`config.mk`:
```
export PLATFORM = sky130hd
export DESIGN_NAME = taxi_dma_ram_rd_stream_flat
export DESIGN_NICKNAME = d
export VERILOG_FILES = /design/src/rtl/taxi_dma_ram_if.sv /design/src/rtl/taxi_dma_ram_rd_stream.sv /design/src/flat_wrapper.sv
export SDC_FILE = /design/constraint.sdc
export NUM_CORES = 1
export LEC_CHECK = 0
export ABC_AREA = 1
export ABC_CLOCK_PERIOD_IN_PS = 6540
export CORE_MARGIN = 10
export CORE_UTILIZATION = 53
export DETAILED_ROUTE_END_ITERATION = 8
export GPL_TIMING_DRIVEN = 0
export HOLD_SLACK_MARGIN = 0.06
export PLACE_DENSITY = 0.76
export SETUP_SLACK_MARGIN = 0.5
export SLEW_MARGIN = 20
export SYNTH_ARGS = -nofsm -noshare
export SYNTH_HDL_FRONTEND = slang
export SYNTH_SLANG_ARGS = --single-unit
```
`constraint.sdc`:
```
create_clock -name clk -period 6.54 [get_ports clk]
set_clock_uncertainty 0.15 [all_clocks]
set_input_delay 1.308 -clock clk [delete_from_list [all_inputs] [get_ports clk]]
set_output_delay 1.308 -clock clk [all_outputs]
set_load 0.005 [all_outputs]
```
`src/rtl/taxi_dma_ram_if.sv`:
```
// Segmented DMA RAM read-side interface: per-segment command and response channels.
// Each segment handshakes independently; the data fields are packed per segment.
interface taxi_dma_ram_if #(
    parameter int SEGS       = 2,
    parameter int SEG_ADDR_W = 8,
    parameter int SEG_DATA_W = 64
);
    logic [SEGS-1:0][SEG_ADDR_W-1:0] rd_cmd_addr;
    logic [SEGS-1:0]                 rd_cmd_valid;
    logic [SEGS-1:0]                 rd_cmd_ready;
    logic [SEGS-1:0][SEG_DATA_W-1:0] rd_resp_data;
    logic [SEGS-1:0]                 rd_resp_valid;
    logic [SEGS-1:0]                 rd_resp_ready;

    modport rd_mst (
        output rd_cmd_addr,
        output rd_cmd_valid,
        input  rd_cmd_ready,
        input  rd_resp_data,
        input  rd_resp_valid,
        output rd_resp_ready
    );

    modport rd_slv (
        input  rd_cmd_addr,
        input  rd_cmd_valid,
        output rd_cmd_ready,
        output rd_resp_data,
        output rd_resp_valid,
        input  rd_resp_ready
    );
endinterface

```
`src/rtl/taxi_dma_ram_rd_stream.sv`:
```
// Read-side stream engine for the segmented DMA RAM: issues lockstep reads across
// all segments, buffers the per-segment responses and emits them as a word stream.
module taxi_dma_ram_rd_stream #(
    parameter int FIFO_DEPTH = 8,
    parameter int LEN_W      = 16,
    parameter int SEGS       = 2,
    parameter int SEG_ADDR_W = 8,
    parameter int SEG_DATA_W = 64
) (
    input  logic                       clk,
    input  logic                       rst_n,
    taxi_dma_ram_if.rd_mst             dma_ram_rd,
    input  logic [SEG_ADDR_W-1:0]      req_addr,
    input  logic [LEN_W-1:0]           req_len,
    input  logic                       req_valid,
    output logic                       req_ready,
    output logic [SEGS*SEG_DATA_W-1:0] out_data,
    output logic                       out_valid,
    input  logic                       out_ready,
    output logic                       out_last,
    output logic                       busy
);
    localparam int PTR_W = $clog2(FIFO_DEPTH);
    localparam logic [PTR_W:0] DEPTH_C = (PTR_W+1)'(FIFO_DEPTH);

    typedef enum logic [1:0] {IDLE, ISSUE, DRAIN} state_t;

    state_t                  state;
    logic [SEG_ADDR_W-1:0]   cmd_addr;
    logic [LEN_W-1:0]        cmd_rem;
    logic [LEN_W-1:0]        out_rem;
    logic [PTR_W:0]          credit;
    logic [SEGS-1:0]         acc;

    logic [SEG_DATA_W-1:0]   fifo_mem [SEGS][FIFO_DEPTH];
    logic [PTR_W:0]          wr_ptr [SEGS];
    logic [PTR_W:0]          rd_ptr [SEGS];

    logic [SEGS-1:0]         cmd_valid;
    logic [SEGS-1:0]         cmd_hs;
    logic [SEGS-1:0]         fifo_full;
    logic [SEGS-1:0]         fifo_empty;
    logic [SEGS-1:0]         push;
    logic                    can_issue;
    logic                    word_done;
    logic                    pop;

    // Credit counts words issued but not yet popped, so the FIFOs can never overflow.
    assign can_issue = (state == ISSUE) && (credit < DEPTH_C);
    assign word_done = can_issue && (&(acc | cmd_hs));
    assign out_valid = &(~fifo_empty);
    assign out_last  = out_valid && (out_rem == '0);
    assign pop       = out_valid && out_ready;

    assign dma_ram_rd.rd_cmd_addr   = {SEGS{cmd_addr}};
    assign dma_ram_rd.rd_cmd_valid  = cmd_valid;
    assign dma_ram_rd.rd_resp_ready = ~fifo_full;

    always_comb begin
        cmd_valid  = '0;
        cmd_hs     = '0;
        fifo_full  = '0;
        fifo_empty = '0;
        push       = '0;
        out_data   = '0;
        for (int n = 0; n < SEGS; n++) begin
            cmd_valid[n]  = can_issue && !acc[n];
            cmd_hs[n]     = cmd_valid[n] && dma_ram_rd.rd_cmd_ready[n];
            fifo_full[n]  = (wr_ptr[n] ^ rd_ptr[n]) == {1'b1, {PTR_W{1'b0}}};
            fifo_empty[n] = wr_ptr[n] == rd_ptr[n];
            push[n]       = dma_ram_rd.rd_resp_valid[n] && !fifo_full[n];
            out_data[n*SEG_DATA_W +: SEG_DATA_W] = fifo_mem[n][rd_ptr[n][PTR_W-1:0]];
        end
    end

    always_ff @(posedge clk) begin
        if (!rst_n) begin
            state     <= IDLE;
            req_ready <= 1'b1;
            busy      <= 1'b0;
            cmd_addr  <= '0;
            cmd_rem   <= '0;
            out_rem   <= '0;
            credit    <= '0;
            acc       <= '0;
        end else begin
            acc    <= word_done ? '0 : (acc | cmd_hs);
            credit <= credit + {{PTR_W{1'b0}}, word_done} - {{PTR_W{1'b0}}, pop};
            if (word_done) begin
                cmd_addr <= cmd_addr + 1'b1;
                cmd_rem  <= cmd_rem - 1'b1;
            end
            if (pop) begin
                out_rem <= out_rem - 1'b1;
            end
            case (state)
                IDLE: begin
                    if (req_valid) begin
                        cmd_addr  <= req_addr;
                        cmd_rem   <= req_len;
                        out_rem   <= req_len;
                        state     <= ISSUE;
                        req_ready <= 1'b0;
                        busy      <= 1'b1;
                    end
                end
                ISSUE: begin
                    if (word_done && cmd_rem == '0) begin
                        state <= DRAIN;
                    end
                end
                DRAIN: begin
                    if (pop && out_last) begin
                        state     <= IDLE;
                        req_ready <= 1'b1;
                        busy      <= 1'b0;
                    end
                end
                default: state <= IDLE;
            endcase
        end
    end

    always_ff @(posedge clk) begin
        for (int n = 0; n < SEGS; n++) begin
            if (push[n]) begin
                fifo_mem[n][wr_ptr[n][PTR_W-1:0]] <= dma_ram_rd.rd_resp_data[n];
            end
        end
    end

    always_ff @(posedge clk) begin
        for (int n = 0; n < SEGS; n++) begin
            if (!rst_n) begin
                wr_ptr[n] <= '0;
                rd_ptr[n] <= '0;
            end else begin
                if (push[n]) begin
                    wr_ptr[n] <= wr_ptr[n] + 1'b1;
                end
                if (pop) begin
                    rd_ptr[n] <= rd_ptr[n] + 1'b1;
                end
            end
        end
    end
endmodule
```
`src/flat_wrapper.sv`:
```
// flat-port wrapper written by rule: the top's interface ports become plain ports
module taxi_dma_ram_rd_stream_flat 
#(
    parameter int FIFO_DEPTH = 8,
    parameter int LEN_W      = 16,
    parameter int SEGS       = 2,
    parameter int SEG_ADDR_W = 8,
    parameter int SEG_DATA_W = 64
)
  (clk, rst_n, req_addr, req_len, req_valid, req_ready, out_data, out_valid, out_ready, out_last, busy, dma_ram_rd_rd_cmd_addr, dma_ram_rd_rd_cmd_valid, dma_ram_rd_rd_cmd_ready, dma_ram_rd_rd_resp_data, dma_ram_rd_rd_resp_valid, dma_ram_rd_rd_resp_ready);
  taxi_dma_ram_if #(.SEGS(SEGS), .SEG_ADDR_W(SEG_ADDR_W), .SEG_DATA_W(SEG_DATA_W)) dma_ram_rd_i ();
  input  logic clk;
  input  logic rst_n;
  input  logic [SEG_ADDR_W-1:0] req_addr;
  input  logic [LEN_W-1:0] req_len;
  input  logic req_valid;
  output logic req_ready;
  output logic [SEGS*SEG_DATA_W-1:0] out_data;
  output logic out_valid;
  input  logic out_ready;
  output logic out_last;
  output logic busy;
  output wire logic [$bits(dma_ram_rd_i.rd_cmd_addr)-1:0] dma_ram_rd_rd_cmd_addr;
  output wire logic [$bits(dma_ram_rd_i.rd_cmd_valid)-1:0] dma_ram_rd_rd_cmd_valid;
  input wire logic [$bits(dma_ram_rd_i.rd_cmd_ready)-1:0] dma_ram_rd_rd_cmd_ready;
  input wire logic [$bits(dma_ram_rd_i.rd_resp_data)-1:0] dma_ram_rd_rd_resp_data;
  input wire logic [$bits(dma_ram_rd_i.rd_resp_valid)-1:0] dma_ram_rd_rd_resp_valid;
  output wire logic [$bits(dma_ram_rd_i.rd_resp_ready)-1:0] dma_ram_rd_rd_resp_ready;
  assign dma_ram_rd_rd_cmd_addr = dma_ram_rd_i.rd_cmd_addr;
  assign dma_ram_rd_rd_cmd_valid = dma_ram_rd_i.rd_cmd_valid;
  assign dma_ram_rd_i.rd_cmd_ready = dma_ram_rd_rd_cmd_ready;
  assign dma_ram_rd_i.rd_resp_data = dma_ram_rd_rd_resp_data;
  assign dma_ram_rd_i.rd_resp_valid = dma_ram_rd_rd_resp_valid;
  assign dma_ram_rd_rd_resp_ready = dma_ram_rd_i.rd_resp_ready;
  taxi_dma_ram_rd_stream #(.FIFO_DEPTH(FIFO_DEPTH), .LEN_W(LEN_W), .SEGS(SEGS), .SEG_ADDR_W(SEG_ADDR_W), .SEG_DATA_W(SEG_DATA_W)) u_core (.clk(clk), .rst_n(rst_n), .dma_ram_rd(dma_ram_rd_i), .req_addr(req_addr), .req_len(req_len), .req_valid(req_valid), .req_ready(req_ready), .out_data(out_data), .out_valid(out_valid), .out_ready(out_ready), .out_last(out_last), .busy(busy));
endmodule
```
==> results by group <==
Pwr
  – VDD IR max: approximately 0.00027 V
  – Pleak: 18.7 nW
  – Power per standard cell area: around 340 nW/um^2

Route
  – Initial drt markers: ~4000
  – Via count: 30800
  – WL final: approximately 120000 um
  – Post-route ant nets: 0
  – Drt wl/cell: between 20 and 25 um
  – Drt pass-1 iters: 7
  – DRC: 0
  – DR vias/cell: approximately 5.9

Timing
  – Period minus WS final: ~5.0 ns
  – WHS: around 0.32 ns
  – Final number of setup-violating endpoints: 0
  – Upper clock frequency limit: 201 MHz
  – Pins Over Slew Limit: 0
  – Final WS setup: ~1.6 ns
  – Unrepaired setup endpoints after global routing: no
  – Actual slew at the worst max-slew pin: 0.973 ns
  – Tcrit/Tclk final: 76.2%
  – Max-slew headroom at the worst pin: 35.1%
  – Final hold violations: 0

Clocking
  – H-tree Lvls: 3
  – Num CTS Buffers: roughly 110
  – Clock Sinks: about 1100
  – Root buffer cell: clkbuf_16
  – Worst skew pair latency: slightly below 0.7 ns
  – Post-CTS setup buffer count: 0
  – Hold-fix buffers, CTS: 0
  – Cts repair resizes: 0
  – Clk buf depth: 3
  – Clk slew on worst S/H paths: around 0.060 ns
  – CTS tree: yes

Synthesis
  – Mapped cell area: 43700 sq um
  – Post-Synth Simple-Gate Area: 12.1%
  – Yosys top cell area share: a little under three quarters
  – Post-synthesis mux area share: 0%
  – Synth Register Bits: roughly 1100
  – Syn_area_per_cell: between 10 and 15 sq um
  – Warnings, synthesis: 0
  – Synth area leader: edfxtp_1
  – Post-Synth XOR/XNOR Area: less than 1%
  – Syn nets: between 3000 and 4000
  – Register area share after synthesis: 73.7%
  – Adder-Cell Fraction of Synth Area: less than 1%
  – Synth cell types: 39
  – Main combinational cell family by area after synthesis: simple AND/OR/NAND/NOR gates
  – Syn Inst Count: 3628
  – Synth Area in Compound Gates: between 10% and 20%
  – Synth area leaders: edfxtp_1 (71%), o21ai_0 (6.0%), nand2_1 (5.3%)

Setup path
  – Critical path capture point type: output pin
  – Largest fanout on the critical path: 10
  – Crit path arrival time: 3.53 ns
  – CP Data Required Time: just over 5 ns
  – Most common cell on crit path: buf_2
  – Crit path kind: flip-flop to output pin
  – Worst path bufs/invs: 5
  – Crit path max-delay family: buffers and inverters
  – Worst path max stage delay: around 0.7 ns
  – Worst Setup Start Kind: flip-flop
  – Worst path slowest cell: clkdlybuf4s50_1
  – Worst path cell trace: buf_4 > buf_2 > buf_2 > buf_2 > nor2_1 > o22ai_1 > nand2_1 > nand2_1 > clkdlybuf4s50_1

Global route
  – Grt total ovfl: 0
  – Vias in the first global route: 29800
  – First-pass GRT wire length: about 180000 um
  – GR Util All Layers: about a quarter
  – Largest net degree at the start of global routing: 24
  – Initial antenna violation count: 23

Die
  – I/O pin cnt: roughly 310
  – Initial core utilization: a little over half
  – Chip width: between 300 and 400 um
  – Die height: 307 um
  – Core area: around 80000 sq um
  – Die ar.: 94400 sq um
  – Row count: approximately 110

Layout
  – P&R area growth vs syn: 20.7%
  – Final Instance Area: 52800 sq um
  – Fin util: between 60 and 70%
  – Layout cell share with drive strength beyond 1: under 10%
  – Post-layout net count: 4270
  – Most common cell after layout, fill and taps aside: edfxtp_1
  – Commonest cells after routing, fill and taps aside: edfxtp_1 (1040), nand2_1 (623), nor2_1 (593)

Placed design
  – Place WS: about 2.3 ns
  – DP Wirelength: roughly 78000 um
  – Cell Area, Placed: approximately 49000 sq um
  – I/O Buffers: 309
  – Global placer's final weighted congestion: roughly 0.85

Min path
  – Hold Path Class: flip-flop to flip-flop

Run status
  – Status: completed

Job
  – Number of max-cap violations: 0
## per-layer routing
metal  vias to the layer above  part of all wire, %  GRT usage (%)
met5                         -                 0.15              0
met1                     14800                   37           31.1
met3                       297                   10           5.50
li1                      13900                    -              -
met2                      1770                   48           40.4
met4                        28                  3.7           10.2
## worst reg2reg max path: cells and delay by family (launching register included)
kind                   cells  cell delay [ns]
buffers and inverters      6             1.14
DFF                        1             0.39
and+or+nand+nor            7             1.41
## layout make-up
cell class | count | area, sq um
inverter | 125 | 473
fill | 5880 | 29200
antenna | 9 | 22.5
buffer | 225 | 1000
multi-input combinational | 2188 | 10200
tap | 1070 | 1340
timing repair buffer | 361 | 4250
clock buffer | 139 | 2840
sequential | 1090 | 32200
clock inverter | 56 | 494
## power by group
group | leakage, nW | internal (W) | total, W | switching [W]
sequential | 9.88 | 0.00800 | 0.00812 | 0.000117
clock | 1.60 | 0.00330 | 0.00586 | 0.00256
combinational | 7.17 | 0.00152 | 0.00413 | 0.00261
total | 18.7 | 0.0128 | 0.0181 | 0.00528
## metrics by stage
step / TNS (ns) / power, W / cells
finish: 0 / 0.0181 / 5263
global route: 0 / 0.0188 / 5263
CTS: 0 / 0.0181 / 5254
detailed placement: 0 / 0.0123 / 5059
global placement: -1275.41 / 0.0122 / 5007
floorplan: 0 / 0.0103 / 3628
## registers in the layout, summed over array words and instances, names as in the netlist
signal	count
u_core.cmd_addr	8
u_core.state	2
u_core.req_ready	1
u_core.cmd_rem	16
u_core.acc	2
u_core.wr_ptr	8
u_core.fifo_mem	1024
u_core.credit	4
u_core.out_rem	16
u_core.rd_ptr	8
u_core.busy	1
## cell families (layout without fill, tap and decap cells)
group,after synthesis,count (layout)
DFF,1090,1090
AOI/OAI and AO/OA,808,808
xor gates and xnor gates,22,22
buffers and inverters,350,906
adders and majority gates,12,12
other,0,9
and+or+nand+nor,1346,1346
## cell usage after synthesis (all sizes together)
cell type  count
nor2         613
nand3         73
xnor2          9
or2            5
clkinv         2
nand3b         7
dfxtp         50
clkbuf       141
a211oi         1
and2           1
nand4         11
inv          123
o21ai        541
ha            11
a21oi          8
edfxtp      1040
buf           84
nor3           3
xor2          13
o21bai         2
nand2        633
o22ai        256
fa             1
## path summary, 6_finish.rpt
| path | end | cells past startpoint | slack, ns | from |
|---|---|---|---|---|
| worst max-delay path | out_data[125] | 9 | 1.56 | u_core.rd_ptr[1][0] |
| worst min register to register | u_core.busy | 2 | 0.32 | u_core.busy |
| worst min-delay path | u_core.busy | 2 | 0.32 | u_core.busy |
| worst max register to register | u_core.fifo_mem[0][1006] | 13 | 3.16 | u_core.rd_ptr[1][0] |
(Power assumes the default switching activity.)
